===== config.mk =====
export PLATFORM = sky130hd
export DESIGN_NAME = byteunpacker_flat
export DESIGN_NICKNAME = d
export VERILOG_FILES = /design/src/rtl/jenc_pkg.sv /design/src/rtl/byteunpacker_if.sv /design/src/rtl/byte_unstuff8.sv /design/src/rtl/byteunpacker.sv /design/src/flat_wrapper.sv
export SDC_FILE = /design/constraint.sdc
export NUM_CORES = 1
export LEC_CHECK = 0
export CAP_MARGIN = 30
export CORE_ASPECT_RATIO = 1.25
export CORE_MARGIN = 2
export CORE_UTILIZATION = 40
export CTS_BUF_LIST = sky130_fd_sc_hd__clkbuf_16
export DETAILED_ROUTE_END_ITERATION = 10
export SLEW_MARGIN = 0
export SYNTH_ARGS = -nofsm -noshare
export SYNTH_HDL_FRONTEND = slang
export SYNTH_HIERARCHICAL = 1
export SYNTH_SLANG_ARGS = --single-unit

===== constraint.sdc =====
create_clock -name clk -period 28.4 [get_ports clk]
set_input_delay 4.26 -clock clk [delete_from_list [all_inputs] [get_ports clk]]
set_output_delay 4.26 -clock clk [all_outputs]
set_load 0.02 [all_outputs]

===== src/rtl/jenc_pkg.sv =====
// Shared constants for the JPEG byte packer / unpacker pair.
// Both sides agree on the stuffing marker bytes and the word/beat geometry.
package jenc_pkg;

    localparam logic [7:0] JPEG_STUFF_BYTE = 8'hFF;
    localparam logic [7:0] JPEG_STUFF_ZERO = 8'h00;
    localparam int         WORD_BYTES      = 16;
    localparam int         BEAT_BYTES      = 8;

    typedef logic [7:0] byte_t;

    // Raw bytes taken from the buffer in one cycle: everything left, capped at one beat.
    function automatic logic [3:0] chunkBytes(input logic [4:0] rem);
        return (rem > 5'(BEAT_BYTES)) ? 4'(BEAT_BYTES) : rem[3:0];
    endfunction

endpackage


===== src/rtl/byteunpacker_if.sv =====
// Input word stream and output beat stream of the byte unpacker.
// The slave modport is the unpacker's view; master is the surrounding logic.
interface byteunpacker_if;

    logic [127:0] in_data;
    logic [4:0]   in_bytes;
    logic         in_tlast;
    logic         in_valid;
    logic         in_hold;

    logic [63:0]  out_data;
    logic [3:0]   out_bytes;
    logic         out_tlast;
    logic         out_valid;
    logic         out_hold;

    modport master (
        output in_data, in_bytes, in_tlast, in_valid,
        input  in_hold,
        input  out_data, out_bytes, out_tlast, out_valid,
        output out_hold
    );

    modport slave (
        input  in_data, in_bytes, in_tlast, in_valid,
        output in_hold,
        output out_data, out_bytes, out_tlast, out_valid,
        input  out_hold
    );

endinterface


===== src/rtl/byte_unstuff8.sv =====
// Combinational destuffer for up to eight raw bytes, MSB-first.
// A 0x00 directly after 0xFF is dropped; kept bytes are packed towards the MSB.
module byte_unstuff8
    import jenc_pkg::*;
(
    input  logic [63:0] raw,
    input  logic [3:0]  n,
    input  logic        prev_ff,
    output logic [63:0] data,
    output logic [3:0]  count,
    output logic        last_ff,
    output logic        err
);

    logic  w_pend;
    byte_t w_byte;

    always_comb begin
        data    = '0;
        count   = '0;
        err     = 1'b0;
        w_pend  = prev_ff;
        w_byte  = '0;
        for (int i = 0; i < BEAT_BYTES; i++) begin
            w_byte = raw[63 - 8*i -: 8];
            if (4'(i) < n) begin
                if (w_pend && (w_byte == JPEG_STUFF_ZERO)) begin
                    w_pend = 1'b0;
                end else begin
                    // Anything other than a stuffed zero after 0xFF is malformed but still forwarded.
                    if (w_pend) begin
                        err = 1'b1;
                    end
                    data[7'd63 - {1'b0, count[2:0], 3'b000} -: 8] = w_byte;
                    count  = count + 4'd1;
                    w_pend = (w_byte == JPEG_STUFF_BYTE);
                end
            end
        end
        last_ff = w_pend;
    end

endmodule


===== src/rtl/byteunpacker.sv =====
// Decode-path byte unpacker: buffers 16-byte words, strips JPEG 0xFF00 stuffing
// and re-emits up to eight bytes per beat, with frame size and stuffing-error reporting.
module byteunpacker
    import jenc_pkg::*;
#(
    parameter int SIZE_W = 20
)
(
    input  logic              clk,
    input  logic              reset,
    byteunpacker_if.slave     bus,
    output logic [SIZE_W-1:0] size,
    input  logic              size_clear,
    output logic              stuff_err
);

    logic [127:0]      r_buf;
    logic [4:0]        r_loaded;
    logic [4:0]        r_rdPtr;
    logic              r_bufTlast;
    logic              r_bufFull;
    logic              r_pendingFf;

    logic [63:0]       r_outData;
    logic [3:0]        r_outBytes;
    logic              r_outTlast;
    logic              r_outValid;

    logic [SIZE_W-1:0] r_count;
    logic [SIZE_W-1:0] r_size;
    logic [1:0]        r_clrSync;
    logic              r_stuffErr;

    logic [4:0]        w_rem;
    logic [3:0]        w_n;
    logic              w_adv;
    logic              w_lastChunk;
    logic              w_inHold;
    logic              w_accept;
    logic              w_drain;
    logic              w_tlastBeat;
    logic              w_emit;
    logic              w_xfer;
    logic [4:0]        w_idx;
    logic [63:0]       w_raw;
    logic [63:0]       w_data;
    logic [3:0]        w_count;
    logic              w_lastFf;
    logic              w_err;

    assign w_rem       = r_loaded - r_rdPtr;
    assign w_n         = chunkBytes(w_rem);
    assign w_adv       = ~r_outValid | ~bus.out_hold;
    assign w_lastChunk = (w_rem <= 5'(BEAT_BYTES));
    // Allowing a load while the final chunk drains keeps 16-byte words at one per two cycles.
    assign w_inHold    = r_bufFull & ~(w_lastChunk & w_adv);
    assign w_accept    = bus.in_valid & ~w_inHold;
    assign w_drain     = r_bufFull & w_adv;
    assign w_tlastBeat = w_lastChunk & r_bufTlast;
    assign w_emit      = w_drain & ((w_count != 4'd0) | w_tlastBeat);
    assign w_xfer      = r_outValid & ~bus.out_hold;

    always_comb begin
        w_raw = '0;
        w_idx = '0;
        for (int i = 0; i < BEAT_BYTES; i++) begin
            w_idx = r_rdPtr + 5'(i);
            if (w_idx < 5'(WORD_BYTES)) begin
                w_raw[63 - 8*i -: 8] = r_buf[7'd127 - {w_idx[3:0], 3'b000} -: 8];
            end
        end
    end

    byte_unstuff8 u_unstuff (
        .raw     (w_raw),
        .n       (w_n),
        .prev_ff (r_pendingFf),
        .data    (w_data),
        .count   (w_count),
        .last_ff (w_lastFf),
        .err     (w_err)
    );

    always_ff @(posedge clk) begin
        if (reset) begin
            r_buf       <= '0;
            r_loaded    <= '0;
            r_rdPtr     <= '0;
            r_bufTlast  <= 1'b0;
            r_bufFull   <= 1'b0;
            r_pendingFf <= 1'b0;
        end else begin
            if (w_accept) begin
                r_buf      <= bus.in_data;
                r_loaded   <= bus.in_bytes;
                r_rdPtr    <= '0;
                r_bufTlast <= bus.in_tlast;
                r_bufFull  <= 1'b1;
            end else if (w_drain) begin
                if (w_lastChunk) begin
                    r_bufFull <= 1'b0;
                end else begin
                    r_rdPtr <= r_rdPtr + {1'b0, w_n};
                end
            end
            // The 0xFF predecessor carries across words but never across frames.
            if (w_drain) begin
                r_pendingFf <= w_tlastBeat ? 1'b0 : w_lastFf;
            end
        end
    end

    always_ff @(posedge clk) begin
        if (reset) begin
            r_outValid <= 1'b0;
            r_outData  <= '0;
            r_outBytes <= '0;
            r_outTlast <= 1'b0;
        end else if (w_adv) begin
            r_outValid <= w_emit;
            r_outData  <= w_emit ? w_data  : '0;
            r_outBytes <= w_emit ? w_count : '0;
            r_outTlast <= w_emit & w_tlastBeat;
        end
    end

    always_ff @(posedge clk) begin
        if (reset) begin
            r_stuffErr <= 1'b0;
        end else if (w_drain & (w_err | (w_tlastBeat & w_lastFf))) begin
            r_stuffErr <= 1'b1;
        end
    end

    // size_clear comes from another clock domain, so only its synchronised copy is used.
    always_ff @(posedge clk) begin
        if (reset) begin
            r_clrSync <= '0;
            r_count   <= '0;
            r_size    <= '0;
        end else begin
            r_clrSync <= {r_clrSync[0], size_clear};
            if (w_xfer) begin
                if (r_outTlast) begin
                    r_count <= '0;
                end else begin
                    r_count <= r_count + SIZE_W'(r_outBytes);
                end
            end
            if (r_clrSync[1]) begin
                r_size <= '0;
            end else if (w_xfer & r_outTlast) begin
                r_size <= r_count + SIZE_W'(r_outBytes);
            end
        end
    end

    assign bus.in_hold   = w_inHold;
    assign bus.out_data  = r_outData;
    assign bus.out_bytes = r_outBytes;
    assign bus.out_tlast = r_outTlast;
    assign bus.out_valid = r_outValid;
    assign size          = r_size;
    assign stuff_err     = r_stuffErr;

endmodule

===== src/flat_wrapper.sv =====
// flat-port wrapper written by rule: the top's interface ports become plain ports
module byteunpacker_flat import jenc_pkg::*;
#(
    parameter int SIZE_W = 20
)
  (clk, reset, size, size_clear, stuff_err, bus_in_data, bus_in_bytes, bus_in_tlast, bus_in_valid, bus_in_hold, bus_out_data, bus_out_bytes, bus_out_tlast, bus_out_valid, bus_out_hold);
  byteunpacker_if bus_i ();
  input  logic clk;
  input  logic reset;
  output logic [SIZE_W-1:0] size;
  input  logic size_clear;
  output logic stuff_err;
  input wire logic [$bits(bus_i.in_data)-1:0] bus_in_data;
  input wire logic [$bits(bus_i.in_bytes)-1:0] bus_in_bytes;
  input wire logic [$bits(bus_i.in_tlast)-1:0] bus_in_tlast;
  input wire logic [$bits(bus_i.in_valid)-1:0] bus_in_valid;
  output wire logic [$bits(bus_i.in_hold)-1:0] bus_in_hold;
  output wire logic [$bits(bus_i.out_data)-1:0] bus_out_data;
  output wire logic [$bits(bus_i.out_bytes)-1:0] bus_out_bytes;
  output wire logic [$bits(bus_i.out_tlast)-1:0] bus_out_tlast;
  output wire logic [$bits(bus_i.out_valid)-1:0] bus_out_valid;
  input wire logic [$bits(bus_i.out_hold)-1:0] bus_out_hold;
  assign bus_i.in_data = bus_in_data;
  assign bus_i.in_bytes = bus_in_bytes;
  assign bus_i.in_tlast = bus_in_tlast;
  assign bus_i.in_valid = bus_in_valid;
  assign bus_in_hold = bus_i.in_hold;
  assign bus_out_data = bus_i.out_data;
  assign bus_out_bytes = bus_i.out_bytes;
  assign bus_out_tlast = bus_i.out_tlast;
  assign bus_out_valid = bus_i.out_valid;
  assign bus_i.out_hold = bus_out_hold;
  byteunpacker #(.SIZE_W(SIZE_W)) u_core (.clk(clk), .reset(reset), .bus(bus_i), .size(size), .size_clear(size_clear), .stuff_err(stuff_err));
endmodule

==> metrics list <==
- Share of the yosys chip area belonging to registers: between 20% and 30%
- Port-buffer cells: 230
* Level count of the clock H-tree: 1
* Effective utilization at floorplan: about two fifths
- Final GP Congestion: between 1 and 1.5
* Clock Path Buffers: 3
- Power density over cell area: roughly 99 mW/mm^2
- After Yosys synthesis, full adders, half adders and majority gates account for under 10% of the synthesized area.
- In the final routed layout, each cell accounts on average for 26.5 um.
- Most frequent cells in the layout: nand2_1 (415), dfxtp_1 (252), clkdlybuf4s50_1 (229)
* Data required time at the worst endpoint: approximately 29 ns
- TritonCTS Sinks: ~250
- After detailed routing, the number of remaining DRC violations is 0.
- In this run the remaining antenna-violating nets after routing total 0.
- Setup violations remaining at the end of the flow were counted as 0.
- Number of hold-slack violations in the final timing report: 0
* Type of the tightest min-delay check: reg -> reg
- Sequential standard cell area: 0.00509 sq mm
- CP max FO: 63
- After routing, the total negative slack on setup checks comes to 0 ns.
* Multiplexer fraction of the synthesized cell area: roughly a quarter
- Endpoint kind of the worst setup timing path: flop
- Footprint of the multi-input gates: ~0.014 sq mm
- Cells with a size suffix above 1 make up between 10% and 20% of the layout.
- Area growth from synthesis to layout: 18.5%
- Summed over all nets, the half-perimeter wirelength after detailed placement is ~63000 um.
- Among the stages of the critical path, the cell type that occurs most often is nand2_1.
* Hold bufs inserted after CTS: 0
* Full die area: between 0.05 and 0.06 sq mm
- Summing the areas of all xor and xnor instances in the mapped netlist gives roughly 2.3% of the synthesized area.
- Before antenna repair, the detailed router went through 6 iterations.
* Minimum setup slack among reg-to-reg paths: around 17 ns
* Worst Path Arrival: 11.72 ns
- Worst r2r dst: u_core/bus.out_data[34]$_SDFFE_PP0N_
- Buffer count from post-CTS setup fixing: 0
* Count of pins on the block boundary: about 230
- Worst-case headroom to the max-slew limit: 28.6%
- Capturing element of the worst setup path: u_core/bus.out_data[34]$_SDFFE_PP0N_
- Clock input transition at the sequential cells of the worst setup and hold paths: approximately 0.06 ns
* Highest cell delay on the worst timing path: ~0.86 ns
- Critical Path Start Type: flop
- Mean instance size in the synthesized netlist: 8.87 sq um
- Number of synthesized flops with an enable pin: 0
- By area, the combinational part of the netlist is dominated by multiplexers.
* Outcome: completed
- Most common cell after layout, fill and taps aside: nand2_1
* Synthesized-area fraction occupied by ao, oa, aoi and oai cells: about a fifth
- CTS tree: done
- The number of clock buffers added by TritonCTS is 26.
- After layout, the design draws a total of 2.40 mW.
- In this run, post-CTS repair resized a total of 0 instances.
* Congestion Overflow GR: 0
* Number of global-route vias before repair: 19300
- Ys async rst share: 0%
* Die width: around 200 um
- From bottom edge to top edge, the die measures 257 um.
- The critical path in this run is classified as reg -> reg.
* Static power due to leakage: ~8.5 nW
- Clock latency on the worst-skew pair, taken at its later pin, is between 0.5 and 0.6 ns.
* Total global routing track utilization: 30.9%
- After the first detailed-routing iteration, the DRC count stood at between 1500 and 2000.
- Initial antenna violation count: 0
- Maximum number of pins on one net before global-route repair: 96
- In the routed layout, each cell is associated on average with a via count of ~6.3.
- Min cycle time layout: 11.26 ns
* Peak supply drop: roughly 0.11 mV
- Slowest library cell on the worst path: buf_4
- Antenna diode instance count: 0
* Maximum clock skew at final layout: 0.0231 ns
- Routed via count: 19700
* Basic-gate share of the synthesized area counting and, or, nand and nor cells: between 10% and 20%
- Among all flip-flop cells after synthesis, the most frequent one is dfxtp_1.
* Synth unique cells: approximately 110
* Unrepaired setup endpoints after global routing: false
* Length in cells of the worst reg-to-reg path: 38
* Number of storage elements in the synthesis netlist: 254
- The final number of max-transition violations is 0.
- Netlist area before placement: 0.0204 sq mm
- Reported max-cap violation count: 0
- Counting the fill cells in the layout gives 4826.
- The core region is 0.0504 sq mm.
- Clock tree synthesis selected as its root buffer the cell clkbuf_16.
* Placement row count: between 90 and 100
- Syn Inst Count: between 2000 and 2500
- Nets@finish: ~2600
- Net count after synthesis: around 2500
* Synthesis Warnings: 6
- The first global-routing pass estimated 124000 um of wire.
* Slew of the pin with the lowest slew margin: between 1 and 1.5 ns
* Final Routed Wirelength: around 83000 um
- After layout, the worst path uses around two fifths of the clock period.
- Timing-limited maximum frequency: ~89 MHz
-- kinds of logic (layout without fill, tap and decap cells) --
logic type	count (synthesis)	in the layout
xor+xnor	48	48
simple gates	846	846
mux	256	256
compound gates	593	593
fa+ha+maj	45	45
buf+inv	258	419
flops	254	254
-- worst min-delay path by stage --
stage	start	end	depth (start not counted)
6_report	u_core/r_clrSync[0]$_SDFF_PP0_	u_core/r_clrSync[1]$_SDFF_PP0_	1
5_1_grt	u_core/r_clrSync[0]$_SDFF_PP0_	u_core/r_clrSync[1]$_SDFF_PP0_	1
4_1_cts	u_core/r_clrSync[0]$_SDFF_PP0_	u_core/r_clrSync[1]$_SDFF_PP0_	1
3_5_place_dp	u_core/r_clrSync[0]$_SDFF_PP0_	u_core/r_clrSync[1]$_SDFF_PP0_	1
3_3_place_gp	u_core/r_clrSync[0]$_SDFF_PP0_	u_core/r_clrSync[1]$_SDFF_PP0_	1
2_1_floorplan	u_core/r_clrSync[0]$_SDFF_PP0_	u_core/r_clrSync[1]$_SDFF_PP0_	1
-- metal layers --
metal	GRT usage, %	wire length (um)
met4	19.5	6320
met5	0	0
met1	35.9	30400
met3	4.12	5150
met2	53.1	40700
-- area by class of cell --
class	count	area share [%]
flip-flops and latches	254	21.1
multi-input cells	1788	58.7
inverters	57	0.916
well taps	658	3.40
repair buffers	316	12.3
clock buffers	27	2.79
clock inverters	19	0.838
-- cells in the mapped netlist, types with 11 or more instances --
library cell / instances / share of area, %
a211o_1: 11 / 0.47
a211oi_1: 49 / 1.8
a21o_1: 17 / 0.63
a21oi_1: 201 / 4.9
a22o_1: 15 / 0.64
a22oi_1: 83 / 3.1
a31oi_1: 16 / 0.49
a32o_1: 17 / 0.83
and2_1: 14 / 0.43
buf_1: 24 / 0.44
buf_2: 36 / 0.88
buf_4: 19 / 0.70
buf_6: 14 / 0.77
clkbuf_1: 103 / 1.9
dfxtp_1: 254 / 25
ha_1: 42 / 2.6
inv_1: 46 / 0.85
mux2_2: 34 / 1.9
mux2i_1: 39 / 1.9
mux4_1: 11 / 1.4
mux4_2: 164 / 18
nand2_1: 415 / 7.6
nand3_1: 45 / 1.1
nand4_1: 31 / 0.95
nor2_1: 152 / 2.8
nor2b_1: 64 / 2.0
nor3_1: 21 / 0.52
nor4_1: 14 / 0.43
o211ai_1: 25 / 0.92
o21ai_0: 27 / 0.66
o22ai_1: 13 / 0.40
o2bb2ai_1: 12 / 0.52
or3_1: 21 / 0.64
xnor2_1: 30 / 1.3
xor2_1: 13 / 0.56
-- power by group --
group,switching (mW),internal (mW)
Sequential,0.0401,0.392
Clock,0.152,0.208
Combinational,1.03,0.573
-- worst max-delay path: cells and delay by family (launching register included) --
family          cells  cell delay, ns
fa+ha+maj           6            2.01
buf+inv             5            2.13
compound gates      5            0.91
xor+xnor            1            0.18
flops               1            0.60
simple gates       19            4.07
mux                 2            1.10
-- state kept, by name, summed over array words and instances, names as in the netlist, named ones only --
| signal | cells |
|---|---|
| u_core/bus.out_tlast | 1 |
| u_core/r_bufFull | 1 |
| u_core/stuff_err | 1 |
| u_core/bus.out_valid | 1 |
| u_core/r_bufTlast | 1 |
| u_core/r_pendingFf | 1 |
| u_core/bus.out_bytes | 4 |
| u_core/r_rdPtr | 4 |
| u_core/size | 20 |
| u_core/r_count | 20 |
| u_core/r_loaded | 5 |
| u_core/r_buf | 128 |
| u_core/r_clrSync | 2 |
| u_core/bus.out_data | 64 |
-- per-stage QoR --
step	setup slack, ns	instance area (sq um)	std cells	hold slack [ns]	util [%]
floorplan	19.11	20400	2300	0.414	-
global placement	17.48	23200	3063	0.419	46.0
detailed placement	17.18	23200	3070	0.436	46.1
CTS	17.13	24100	3116	0.453	47.8
global route	16.13	24200	3119	0.463	48.0
finish	17.14	24200	3119	0.444	48.0
No activity file was read; power rests on OpenSTA's default activity.
